[config.mk]
export PLATFORM = sky130hd
export DESIGN_NAME = conv2_feeder
export DESIGN_NICKNAME = d
export VERILOG_FILES = /design/src/rtl/conv2_feeder_pkg.sv /design/src/rtl/conv2_feeder_addr_gen.sv /design/src/rtl/conv2_feeder.sv
export SDC_FILE = /design/constraint.sdc
export NUM_CORES = 1
export LEC_CHECK = 0
export BUFFER_PORTS_ARGS = -buffer_cell sky130_fd_sc_hd__buf_4
export CELL_PAD_IN_SITES_DETAIL_PLACEMENT = 2
export CELL_PAD_IN_SITES_GLOBAL_PLACEMENT = 2
export CORE_MARGIN = 3
export CORE_UTILIZATION = 32
export CTS_BUF_LIST = sky130_fd_sc_hd__clkbuf_2 sky130_fd_sc_hd__clkbuf_4 sky130_fd_sc_hd__clkbuf_8
export DETAILED_ROUTE_END_ITERATION = 6
export HOLD_SLACK_MARGIN = 0.12
export PLACE_DENSITY = 0.8
export SLEW_MARGIN = 10
export SYNTH_ARGS = -nofsm -noshare
export SYNTH_HDL_FRONTEND = slang
export SYNTH_SLANG_ARGS = --single-unit
[constraint.sdc]
create_clock -name clk -period 5.22 [get_ports clk]
set_input_delay 1.044 -clock clk [delete_from_list [all_inputs] [get_ports clk]]
set_output_delay 1.044 -clock clk [all_outputs]
set_load 0.05 [all_outputs]
[src/rtl/conv2_feeder_pkg.sv]
// Shared constants, FSM encoding and address helpers for the conv2 stream feeder.
package conv2_feeder_pkg;

    localparam int unsigned KERNEL   = 3;
    localparam int unsigned DATA_W   = 8;
    localparam int unsigned WEIGHT_W = 8;
    localparam int unsigned N_OUT    = 16;
    localparam int unsigned N_CH     = 30;
    localparam int unsigned N_POS    = 42;
    localparam int unsigned IN_LEN   = N_POS + KERNEL - 1;
    localparam int unsigned WROW_W   = WEIGHT_W * N_OUT;

    localparam int unsigned FM_AW    = $clog2(N_CH * IN_LEN);
    localparam int unsigned WR_AW    = $clog2(N_CH * KERNEL);
    localparam int unsigned CH_W     = $clog2(N_CH);
    localparam int unsigned POS_W    = $clog2(N_POS);
    localparam int unsigned K_W      = $clog2(KERNEL);

    typedef enum logic [2:0] {
        IDLE     = 3'd0,
        ISSUE    = 3'd1,
        DRAIN    = 3'd2,
        WAIT_END = 3'd3,
        DONE     = 3'd4
    } state_t;

    // One tap as delivered to the layer: sample plus its full weight row.
    typedef struct packed {
        logic [DATA_W-1:0] sample;
        logic [WROW_W-1:0] weights;
    } tap_t;

    function automatic logic [FM_AW-1:0] fm_addr_f(
        input logic [CH_W-1:0]  ch,
        input logic [POS_W-1:0] pos,
        input logic [K_W-1:0]   k
    );
        return FM_AW'(ch) * FM_AW'(IN_LEN) + FM_AW'(pos) + FM_AW'(k);
    endfunction

    function automatic logic [WR_AW-1:0] wr_addr_f(
        input logic [CH_W-1:0] ch,
        input logic [K_W-1:0]  k
    );
        return WR_AW'(ch) * WR_AW'(KERNEL) + WR_AW'(k);
    endfunction

endpackage

[src/rtl/conv2_feeder_addr_gen.sv]
// Channel/position/tap counters with registered feature and weight RAM addresses.
// Addresses and wrap flags are loaded from the next counter values so they track the counters.
module conv2_feeder_addr_gen
    import conv2_feeder_pkg::*;
(
    input  logic             clk,
    input  logic             rst_n,
    input  logic             i_clr,
    input  logic             i_adv,
    input  logic             i_k_inc,
    output logic [FM_AW-1:0] o_fm_addr,
    output logic [WR_AW-1:0] o_wr_addr,
    output logic             o_last_k,
    output logic             o_last_pos,
    output logic             o_last_ch
);

    logic [CH_W-1:0]  r_ch;
    logic [POS_W-1:0] r_pos;
    logic [K_W-1:0]   r_k;
    logic [CH_W-1:0]  w_ch_nxt;
    logic [POS_W-1:0] w_pos_nxt;
    logic [K_W-1:0]   w_k_nxt;
    logic [FM_AW-1:0] r_fm_addr;
    logic [WR_AW-1:0] r_wr_addr;
    logic             r_last_k;
    logic             r_last_pos;
    logic             r_last_ch;

    // Counter stepping: clear beats window advance beats tap increment.
    always_comb begin
        w_ch_nxt  = r_ch;
        w_pos_nxt = r_pos;
        w_k_nxt   = r_k;
        if (i_clr) begin
            w_ch_nxt  = '0;
            w_pos_nxt = '0;
            w_k_nxt   = '0;
        end else if (i_adv) begin
            w_k_nxt = '0;
            if (r_pos == POS_W'(N_POS - 1)) begin
                w_pos_nxt = '0;
                w_ch_nxt  = (r_ch == CH_W'(N_CH - 1)) ? '0 : r_ch + CH_W'(1);
            end else begin
                w_pos_nxt = r_pos + POS_W'(1);
            end
        end else if (i_k_inc) begin
            w_k_nxt = (r_k == K_W'(KERNEL - 1)) ? '0 : r_k + K_W'(1);
        end
    end

    always_ff @(posedge clk or negedge rst_n) begin
        if (!rst_n) begin
            r_ch       <= '0;
            r_pos      <= '0;
            r_k        <= '0;
            r_fm_addr  <= '0;
            r_wr_addr  <= '0;
            r_last_k   <= 1'b0;
            r_last_pos <= 1'b0;
            r_last_ch  <= 1'b0;
        end else begin
            r_ch       <= w_ch_nxt;
            r_pos      <= w_pos_nxt;
            r_k        <= w_k_nxt;
            r_fm_addr  <= fm_addr_f(w_ch_nxt, w_pos_nxt, w_k_nxt);
            r_wr_addr  <= wr_addr_f(w_ch_nxt, w_k_nxt);
            r_last_k   <= (w_k_nxt == K_W'(KERNEL - 1));
            r_last_pos <= (w_pos_nxt == POS_W'(N_POS - 1));
            r_last_ch  <= (w_ch_nxt == CH_W'(N_CH - 1));
        end
    end

    assign o_fm_addr  = r_fm_addr;
    assign o_wr_addr  = r_wr_addr;
    assign o_last_k   = r_last_k;
    assign o_last_pos = r_last_pos;
    assign o_last_ch  = r_last_ch;

endmodule

[src/rtl/conv2_feeder.sv]
// Conv2 stream source: issues KERNEL-tap windows from the feature and weight RAMs,
// waits for the layer's end pulse per convolution, and walks all channels and positions.
module conv2_feeder
    import conv2_feeder_pkg::*;
(
    input  logic                     clk,
    input  logic                     rst_n,
    input  logic                     start,
    input  logic                     abort,
    output logic [FM_AW-1:0]         fm_addr,
    output logic                     fm_rd,
    input  logic [DATA_W-1:0]        fm_rdata,
    output logic [WR_AW-1:0]         wr_addr,
    output logic                     wr_rd,
    input  logic [WROW_W-1:0]        wr_rdata,
    output logic signed [DATA_W-1:0] data_o,
    output logic                     valid_o,
    output logic                     w_en_o,
    output logic [WROW_W-1:0]        w_o,
    input  logic                     conv_end_i,
    output logic                     busy,
    output logic                     done,
    output logic                     err
);

    state_t r_state;
    state_t w_state_nxt;
    logic   r_drain_cnt;
    logic   w_drain_nxt;
    logic   r_err;
    logic   w_err_nxt;
    logic   w_clr;
    logic   w_adv;
    logic   w_k_inc;
    logic   w_last_k;
    logic   w_last_pos;
    logic   w_last_ch;
    logic   r_rd;
    logic   r_busy;
    logic   r_done;
    logic   r_pipe_vld;
    logic   r_valid;
    tap_t   r_tap;

    conv2_feeder_addr_gen u_addr_gen (
        .clk        (clk),
        .rst_n      (rst_n),
        .i_clr      (w_clr),
        .i_adv      (w_adv),
        .i_k_inc    (w_k_inc),
        .o_fm_addr  (fm_addr),
        .o_wr_addr  (wr_addr),
        .o_last_k   (w_last_k),
        .o_last_pos (w_last_pos),
        .o_last_ch  (w_last_ch)
    );

    always_ff @(posedge clk or negedge rst_n) begin
        if (!rst_n) begin
            r_state     <= IDLE;
            r_drain_cnt <= 1'b0;
            r_err       <= 1'b0;
        end else begin
            r_state     <= w_state_nxt;
            r_drain_cnt <= w_drain_nxt;
            r_err       <= w_err_nxt;
        end
    end

    // Sequencing; abort overrides everything, including a simultaneous start.
    always_comb begin
        w_state_nxt = r_state;
        w_drain_nxt = r_drain_cnt;
        w_err_nxt   = r_err;
        w_clr       = 1'b0;
        w_adv       = 1'b0;
        w_k_inc     = 1'b0;
        if (abort) begin
            w_state_nxt = IDLE;
            w_drain_nxt = 1'b0;
            w_clr       = 1'b1;
        end else begin
            unique case (r_state)
                IDLE: begin
                    if (start) begin
                        w_state_nxt = ISSUE;
                        w_clr       = 1'b1;
                        w_err_nxt   = 1'b0;
                    end
                end
                ISSUE: begin
                    if (conv_end_i) w_err_nxt = 1'b1;
                    if (w_last_k) begin
                        w_state_nxt = DRAIN;
                        w_drain_nxt = 1'b0;
                    end else begin
                        w_k_inc = 1'b1;
                    end
                end
                DRAIN: begin
                    if (conv_end_i) w_err_nxt = 1'b1;
                    w_drain_nxt = ~r_drain_cnt;
                    if (r_drain_cnt) w_state_nxt = WAIT_END;
                end
                WAIT_END: begin
                    if (conv_end_i) begin
                        if (w_last_pos && w_last_ch) begin
                            w_state_nxt = DONE;
                        end else begin
                            w_state_nxt = ISSUE;
                            w_adv       = 1'b1;
                        end
                    end
                end
                DONE: begin
                    w_state_nxt = IDLE;
                end
                default: begin
                    w_state_nxt = IDLE;
                end
            endcase
        end
    end

    // Registered status plus the two-stage read pipeline (RAM latency, then output capture).
    always_ff @(posedge clk or negedge rst_n) begin
        if (!rst_n) begin
            r_rd       <= 1'b0;
            r_busy     <= 1'b0;
            r_done     <= 1'b0;
            r_pipe_vld <= 1'b0;
            r_valid    <= 1'b0;
            r_tap      <= '0;
        end else begin
            r_rd   <= (w_state_nxt == ISSUE);
            r_busy <= (w_state_nxt == ISSUE) || (w_state_nxt == DRAIN) ||
                      (w_state_nxt == WAIT_END);
            r_done <= (w_state_nxt == DONE);
            if (abort) begin
                r_pipe_vld <= 1'b0;
                r_valid    <= 1'b0;
            end else begin
                r_pipe_vld <= r_rd;
                r_valid    <= r_pipe_vld;
                if (r_pipe_vld) begin
                    r_tap.sample  <= fm_rdata;
                    r_tap.weights <= wr_rdata;
                end
            end
        end
    end

    assign fm_rd   = r_rd;
    assign wr_rd   = r_rd;
    assign data_o  = r_tap.sample;
    assign w_o     = r_tap.weights;
    assign valid_o = r_valid;
    assign w_en_o  = r_valid;
    assign busy    = r_busy;
    assign done    = r_done;
    assign err     = r_err;

endmodule

==> key figures, run 1 <==
Outcome
  – Outcome: finished, final reports clean

Logic synthesis
  – Top-count cell post-synth: dfrtp_1
  – Yosys top cell area share: 58.22%
  – Synth warn: 0
  – Syn_nets: 740
  – Largest cells by area after synthesis: dfrtp_1 (58%), mux2_2 (20%), ha_1 (5.5%)
  – Number of synthesized flops with an enable pin: 0
  – Syn Area/Cell: 13.81 um2
  – Share of the yosys chip area belonging to registers: 58.22%
  – Most frequent cells after synthesis: dfrtp_1 (180), mux2_2 (136), ha_1 (34)
  – #FFs+latches synth: 180
  – Synth cell types: 45
  – Cell count after synthesis: 560
  – Mapped Area: 0.007736 mm2
  – Commonest register cell after synthesis: dfrtp_1
  – FFs w/ async S/R, synth: 100.0%
  – Post-synth top area cell: dfrtp_1

Die
  – IO Pins: 302
  – Die W: 161.5 um
  – Initial core utilization: 32.76%
  – Die area: 0.02608 mm2
  – Die height: 161.5 um
  – FP Rows: 56
  – Core Box Area: 0.02361 mm2

Global route
  – First-pass GRT wire length: 39.68 mm
  – Grt total ovfl: 0
  – Largest net degree at the start of global routing: 96
  – Total track usage: 20.00%
  – Antenna violations before repair: 3
  – Vias in the first global route: 6,286

Setup path
  – CP Capture Type: register
  – Reg2reg start: u_addr_gen.r_pos[1]
  – CP Data Required Time: 5.61 ns
  – CP endpoint: u_addr_gen.o_fm_addr[10]
  – Crit path DAT: 5.00 ns
  – Worst reg2reg setup slack: 0.81 ns
  – Crit. Startpoint: abort
  – Worst setup path class: input pin to register
  – R2r endpoint: u_addr_gen.o_fm_addr[10]
  – FF-to-FF path depth: 17
  – Highest fanout seen on the critical path: 10
  – Critical Path Source Type: input pin

STA
  – Final Setup Violations: 0
  – Setup TNS: 0 ns
  – Clk_skew: 0.01804 ns
  – RSZ-0062 raised after global routing: no
  – Final hold violations: 0
  – Crit path time final: 4.615 ns
  – Slew @ Worst Pin: 0.9154 ns
  – Rel. slew slack: 38.97%
  – Slew Limit Fails: 0
  – Fmax: 216.7 MHz
  – Fin crit share: 88.42%

Finish
  – Multi-input logic area: 0.003033 mm2
  – Fillers: 2,397
  – Share of post-route cells with drive strength above 1: 55.00%
  – Final nets: 1,047
  – Synthesis-to-layout area growth: 39.53%
  – Storage element area: 0.004504 mm2
  – Core Util, Final: 45.71%

Clock network
  – Root Buffer: clkbuf_8
  – Clock tree sinks: 180
  – Worst-Skew Late Latency: 0.46 ns
  – CTS Hold Buffers Added: 0
  – CTS Buf Count: 17
  – CTS Buffer Depth: 2
  – Cts repair resizes: 0
  – CTS tree: built
  – H-tree depth: 4
  – Clock slew at reported path FFs: 0.11 ns
  – Setup bufs post-CTS: 0

Detailed routing
  – Drt via density: 4.685
  – Post-Route WL: 26.28 mm
  – DR iter-0 viols: 278
  – Drt drc: 0
  – Vias: 5,636
  – DRT Pass-1 Iters: 4
  – Post-route ant nets: 0
  – WL/cell: 21.85 um

Min path
  – Hold Crit Class: register to register

Flow run
  – Number of max-cap violations: 0

Power
  – Pwr/cell area: 456.7 mW/mm2
  – Leakage: 5.373 nW
  – Max rail drop VDD: 0.1883 mV

Place
  – PortBufs: 301
  – DP HPWL: 20.42 mm
  – RePlAce Congestion: 0.7806
final cells by class:
class / instances / area share [%]
clock buffers: 18 / 2.295
well taps: 319 / 3.698
diodes: 4 / 0.09273
clock inverters: 14 / 1.391
flip-flops and latches: 180 / 41.73
multi-input cells: 332 / 28.10
inverters: 27 / 0.9389
repair buffers: 309 / 21.76
layer usage:
layer,GRT usage (%),vias to the layer above,share of wire (%)
li1,-,2575,-
met1,21.19,2867,37
met2,37.49,165,55
met3,6.566,29,6.5
met4,6.140,0,1.8
met5,0,-,0
per-stage QoR:
step,std cells,total power [mW],area [um2],setup slack (ns),hold WS (ns)
CTS,1199,4.990,10780,0.6662,0.5219
global placement,1167,3.922,10390,0.4035,0.4909
global route,1203,5.146,10790,0.3707,0.5314
floorplan,560,3.210,7736,0.6944,0.5453
finish,1203,4.930,10790,0.6047,0.5168
detailed placement,1167,4.005,10390,0.1312,0.4978
report_power, final:
part	switching, mW	total (mW)	leakage (nW)	internal (mW)
sequential	0.174	1.86	2.24	1.69
clock	0.588	0.965	0.204	0.378
combinational	1.43	2.10	2.93	0.674
sequential cells by signal (all words and copies together), names as in the netlist, 2 cells and up:
name	cells
u_addr_gen.r_ch	5
u_addr_gen.r_k	2
w_o	128
u_addr_gen.r_pos	6
u_addr_gen.o_fm_addr	11
r_state	3
u_addr_gen.o_wr_addr	7
data_o	8
cells in the final DEF (no fill, tap or decap), types with 2 or more instances in the layout:
cell type  instances
buf_4            306
dfrtp_1          180
mux2_2           136
ha_1              34
inv_1             27
nand2_1           23
a21oi_1           18
clkbuf_8          18
nor2_1            15
nor3_1            10
xnor2_1           10
o21ai_0            9
a21o_1             8
xor2_1             7
nand2b_1           5
nand3_1            5
fa_1               5
inv_8              5
diode_2            4
nor2b_1            4
a31oi_1            4
inv_6              4
and3_1             3
nand4_1            3
o21a_1             3
clkinv_4           3
o31a_1             2
and2_1             2
nand3b_1           2
or3_1              2
a2111oi_0          2
or2_2              2
nor4bb_1           2
buf_12             2
worst min path at each step:
stage | startpoint | to | slack (ns) | depth (start not counted)
after detailed placement | w_o[60] | w_o[60] | 0.50 | 1
after global placement | w_o[97] | w_o[97] | 0.49 | 1
after floorplan | r_drain_cnt | r_drain_cnt | 0.55 | 2
final | w_o[60] | w_o[60] | 0.52 | 1
after CTS | w_o[60] | w_o[60] | 0.52 | 1
after global routing | w_o[114] | w_o[114] | 0.53 | 1
cell families after synthesis:
logic type	synth area share, %
XOR/XNOR	1.925
buffers and inverters	2.669
adder cells (fa/ha/maj)	6.793
multiplexers	19.93
AND/OR/NAND/NOR	5.531
flip-flops	58.22
AO/OA/AOI/OAI	4.933
worst max-delay path: stages:
cell and delay [ns]:
buf_4 0.16, a211oi_4 0.29, and4_4 0.29, nand2_1 0.08
o211ai_1 0.20, o31a_1 0.23, inv_1 0.15, ha_1 0.34
fa_1 0.47, ha_1 0.36, o21a_1 0.19, a2111oi_0 0.43
nand3b_1 0.18, o21ai_0 0.13, a221oi_2 0.27, xor2_1 0.16
Note: power is estimated with default switching activity, not from simulation.
==> run 2, diff against run 1 <==
--- a/config.mk
+++ b/config.mk
@@ -13,7 +13,8 @@
 export CTS_BUF_LIST = sky130_fd_sc_hd__clkbuf_2 sky130_fd_sc_hd__clkbuf_4 sky130_fd_sc_hd__clkbuf_8
 export DETAILED_ROUTE_END_ITERATION = 6
 export HOLD_SLACK_MARGIN = 0.12
-export PLACE_DENSITY = 0.8
+export PLACE_DENSITY = 0.87
+export RECOVER_POWER = 100
 export SLEW_MARGIN = 10
 export SYNTH_ARGS = -nofsm -noshare
 export SYNTH_HDL_FRONTEND = slang
==> run 2 against run 1 <==
Net effect: worst setup slack lost 0.11 ns; the flow now finishes with violations (capacitance limit, slew limit); largest power group is now sequential cells; via count grew 1.5%; routed wire length grew 3.2%; clock skew grew 0.00051 ns; utilization shrank 2.9 points.
==> key figures, run 2 (synthesized netlist as in run 1, its figures left out) <==
Global route
  – First-pass GRT wire length: 40.32 mm (+1.6%)
  – Total track usage: 20.56% (+0.56 points)
  – Largest net degree at the start of global routing: 101 (+5.2%)
  – Antenna violations before repair: 4 (+1)
  – Vias in the first global route: 6,441 (+2.5%)
  – Grt total ovfl: 0 (unchanged)

STA
  – Crit path time final: 4.727 ns (+0.1119 ns)
  – Fin crit share: 90.56% (+2.1 points)
  – Clk_skew: 0.01855 ns (+0.0005085 ns)
  – Slew Limit Fails: 239 (+239)
  – Slew @ Worst Pin: 3.136 ns (+2.220 ns)
  – Fmax: 211.5 MHz (-2.4%)
  – Rel. slew slack: -109.0% (-150 points)
  – Setup TNS: 0 ns (unchanged)
  – RSZ-0062 raised after global routing: no
  – Final Setup Violations: 0 (unchanged)
  – Final hold violations: 0 (unchanged)

Clock network
  – Cts repair resizes: 0 (unchanged)
  – Setup bufs post-CTS: 0 (unchanged)
  – CTS Buffer Depth: 2 (unchanged)
  – Clock slew at reported path FFs: 0.09 ns (-0.02 ns)
  – CTS Buf Count: 17 (unchanged)
  – Root Buffer: clkbuf_8
  – H-tree depth: 4 (unchanged)
  – Worst-Skew Late Latency: 0.47 ns (about the same)
  – CTS Hold Buffers Added: 0 (unchanged)
  – Clock tree sinks: 180 (unchanged)
  – CTS tree: built

Setup path
  – Reg2reg start: r_state[0]
  – Most used cell, CP: ha_1
  – CP max stage delay: 0.46 ns (about the same)
  – CP Data Required Time: 5.61 ns (about the same)
  – Slowest cell on the critical path: fa_1
  – Critical Path Source Type: input pin
  – CP Capture Type: register
  – Crit. Startpoint: abort
  – FF-to-FF path depth: 15 (-2)
  – Highest fanout seen on the critical path: 10 (unchanged)
  – Worst setup path class: input pin to register
  – Crit path DAT: 5.11 ns (+0.11 ns)
  – Crit path cell chain: clkbuf_1 > a211oi_4 > and4_1 > nand2_1 > o211ai_1 > o31a_1 > inv_1 > ha_1 > fa_1 > ha_1 > o21a_1 > a2111oi_0 > nand3b_1 > o21ai_0 > a221oi_2 > xor2_1

Outcome
  – Failing checks: capacitance limit, slew limit
  – Outcome: complete, but fails checks

Place
  – Placed Cells: 1,165 (-0.17%)
  – RePlAce Congestion: 0.7974 (+2.2%)
  – PortBufs: 301 (unchanged)
  – DP HPWL: 21.18 mm (+3.7%)

Power
  – Leakage: 4.721 nW (-12%)
  – P_sw: 2.184 mW (-0.23%)
  – Pwr/cell area: 458.4 mW/mm2 (+0.36%)
  – Max rail drop VDD: 0.1360 mV (-28%)
  – Logic pwr share: 39.9% (-2.7 points)
  – Power Total: 4.631 mW (-6.1%)
  – P_int: 2.447 mW (-11%)
  – Sequential share of power: 40.4% (+2.6 points)
  – Clock power frac: 19.6% (about the same)
  – Sw Share: 47.15% (+2.8 points)

Die
  – Die W: 161.5 um (unchanged)
  – Initial core utilization: 32.76% (unchanged)
  – IO Pins: 302 (unchanged)
  – Die area: 0.02608 mm2 (unchanged)
  – Core Box Area: 0.02361 mm2 (unchanged)
  – Die height: 161.5 um (unchanged)
  – FP Rows: 56 (unchanged)

Finish
  – Commonest non-fill, non-tap cells in the layout: dfrtp_1 (180), clkbuf_1 (165), buf_4 (139), mux2_2 (127), ha_1 (34)
  – Final nets: 1,045 (-0.19%)
  – Share of post-route cells with drive strength above 1: 34.85% (-20 points)
  – Max reg flops: 128 (unchanged)
  – Non-Filler Instances: 1,202 (-0.083%)
  – Core Util, Final: 42.79% (-2.9 points)
  – Commonest non-fill, non-tap cell in the layout: dfrtp_1
  – Synthesis-to-layout area growth: 30.60%

Detailed routing
  – DR iter-0 viols: 156 (-44%)
  – WL/cell: 22.58 um (+3.3%)
  – Vias: 5,719 (+1.5%)
  – DRT Pass-1 Iters: 4 (unchanged)
  – Drt via density: 4.758 (+1.6%)
  – Post-Route WL: 27.14 mm (+3.2%)
  – Drt drc: 0 (unchanged)
  – Post-route ant nets: 0 (unchanged)

Min path
  – Hold Crit Class: register to register
  – Worst Hold Depth: 1 (unchanged)
  – Min-delay src: w_o[53]

Flow run
  – Number of max-cap violations: 3 (+3)
==> run 2: metal layers <==
metal / share of wire, % / vias to the layer above / track usage, % / wire, um
met4: 2.8 / 0 / 8.369 / 758
li1: - / 2576 / - / -
met1: 35 / 2921 / 20.44 / 9479
met3: 6.1 / 43 / 6.438 / 1648
met5: 0 / - / 0 / 0
met2: 56 / 179 / 39.33 / 15250
==> run 2: final timing paths <==
path	slack, ns	end
setup / recovery	0.49	u_addr_gen.o_fm_addr[10]
hold / removal	0.52	w_o[53]
setup reg to reg	0.83	u_addr_gen.o_fm_addr[10]
hold reg to reg	0.52	w_o[53]
max in group asynchronous	2.35	w_o[53]
min in group asynchronous	1.33	w_o[25]
==> run 2: critical path: cells and delay by family <==
| kind | cells | cell delay, ns |
|---|---|---|
| buffers and inverters | 2 | 0.40 |
| and+or+nand+nor | 3 | 0.59 |
| xor gates and xnor gates | 1 | 0.18 |
| AOI/OAI and AO/OA | 7 | 1.75 |
| adders and majority gates | 3 | 1.14 |
==> run 2: power groups by stage <==
stage / clock, mW / combinational [mW] / sequential (mW)
after floorplan: 0 / 0.295 / 2.91
after global placement: 0 / 2.06 / 1.86
after detailed placement: 0 / 2.12 / 1.91
after CTS: 0.949 / 2.13 / 1.88
after global routing: 1.01 / 1.91 / 1.91
final: 0.910 / 1.85 / 1.87
==> run 2: layout make-up <==
| class | instances | area, um2 |
|---|---|---|
| fill | 2558 | 13510 |
| sequential | 180 | 4504 |
| multi-input combinational | 332 | 3023 |
| timing repair buffer | 307 | 1693 |
| tap | 319 | 399.1 |
| clock buffer | 17 | 234.0 |
| clock inverter | 15 | 136.4 |
| inverter | 27 | 101.3 |
| antenna | 5 | 12.51 |
==> run 2: stage by stage <==
stage / hold WS [ns] / cell area, um2 / worst slack [ns]
2_1_floorplan: 0.5453 / 7736 / 0.6944
4_1_cts: 0.5235 / 10730 / 0.7079
3_5_place_dp: 0.4991 / 10360 / 0.1931
5_1_grt: 0.5282 / 10100 / 0.2606
6_report: 0.5190 / 10100 / 0.4928
3_3_place_gp: 0.4900 / 10360 / 0.3878
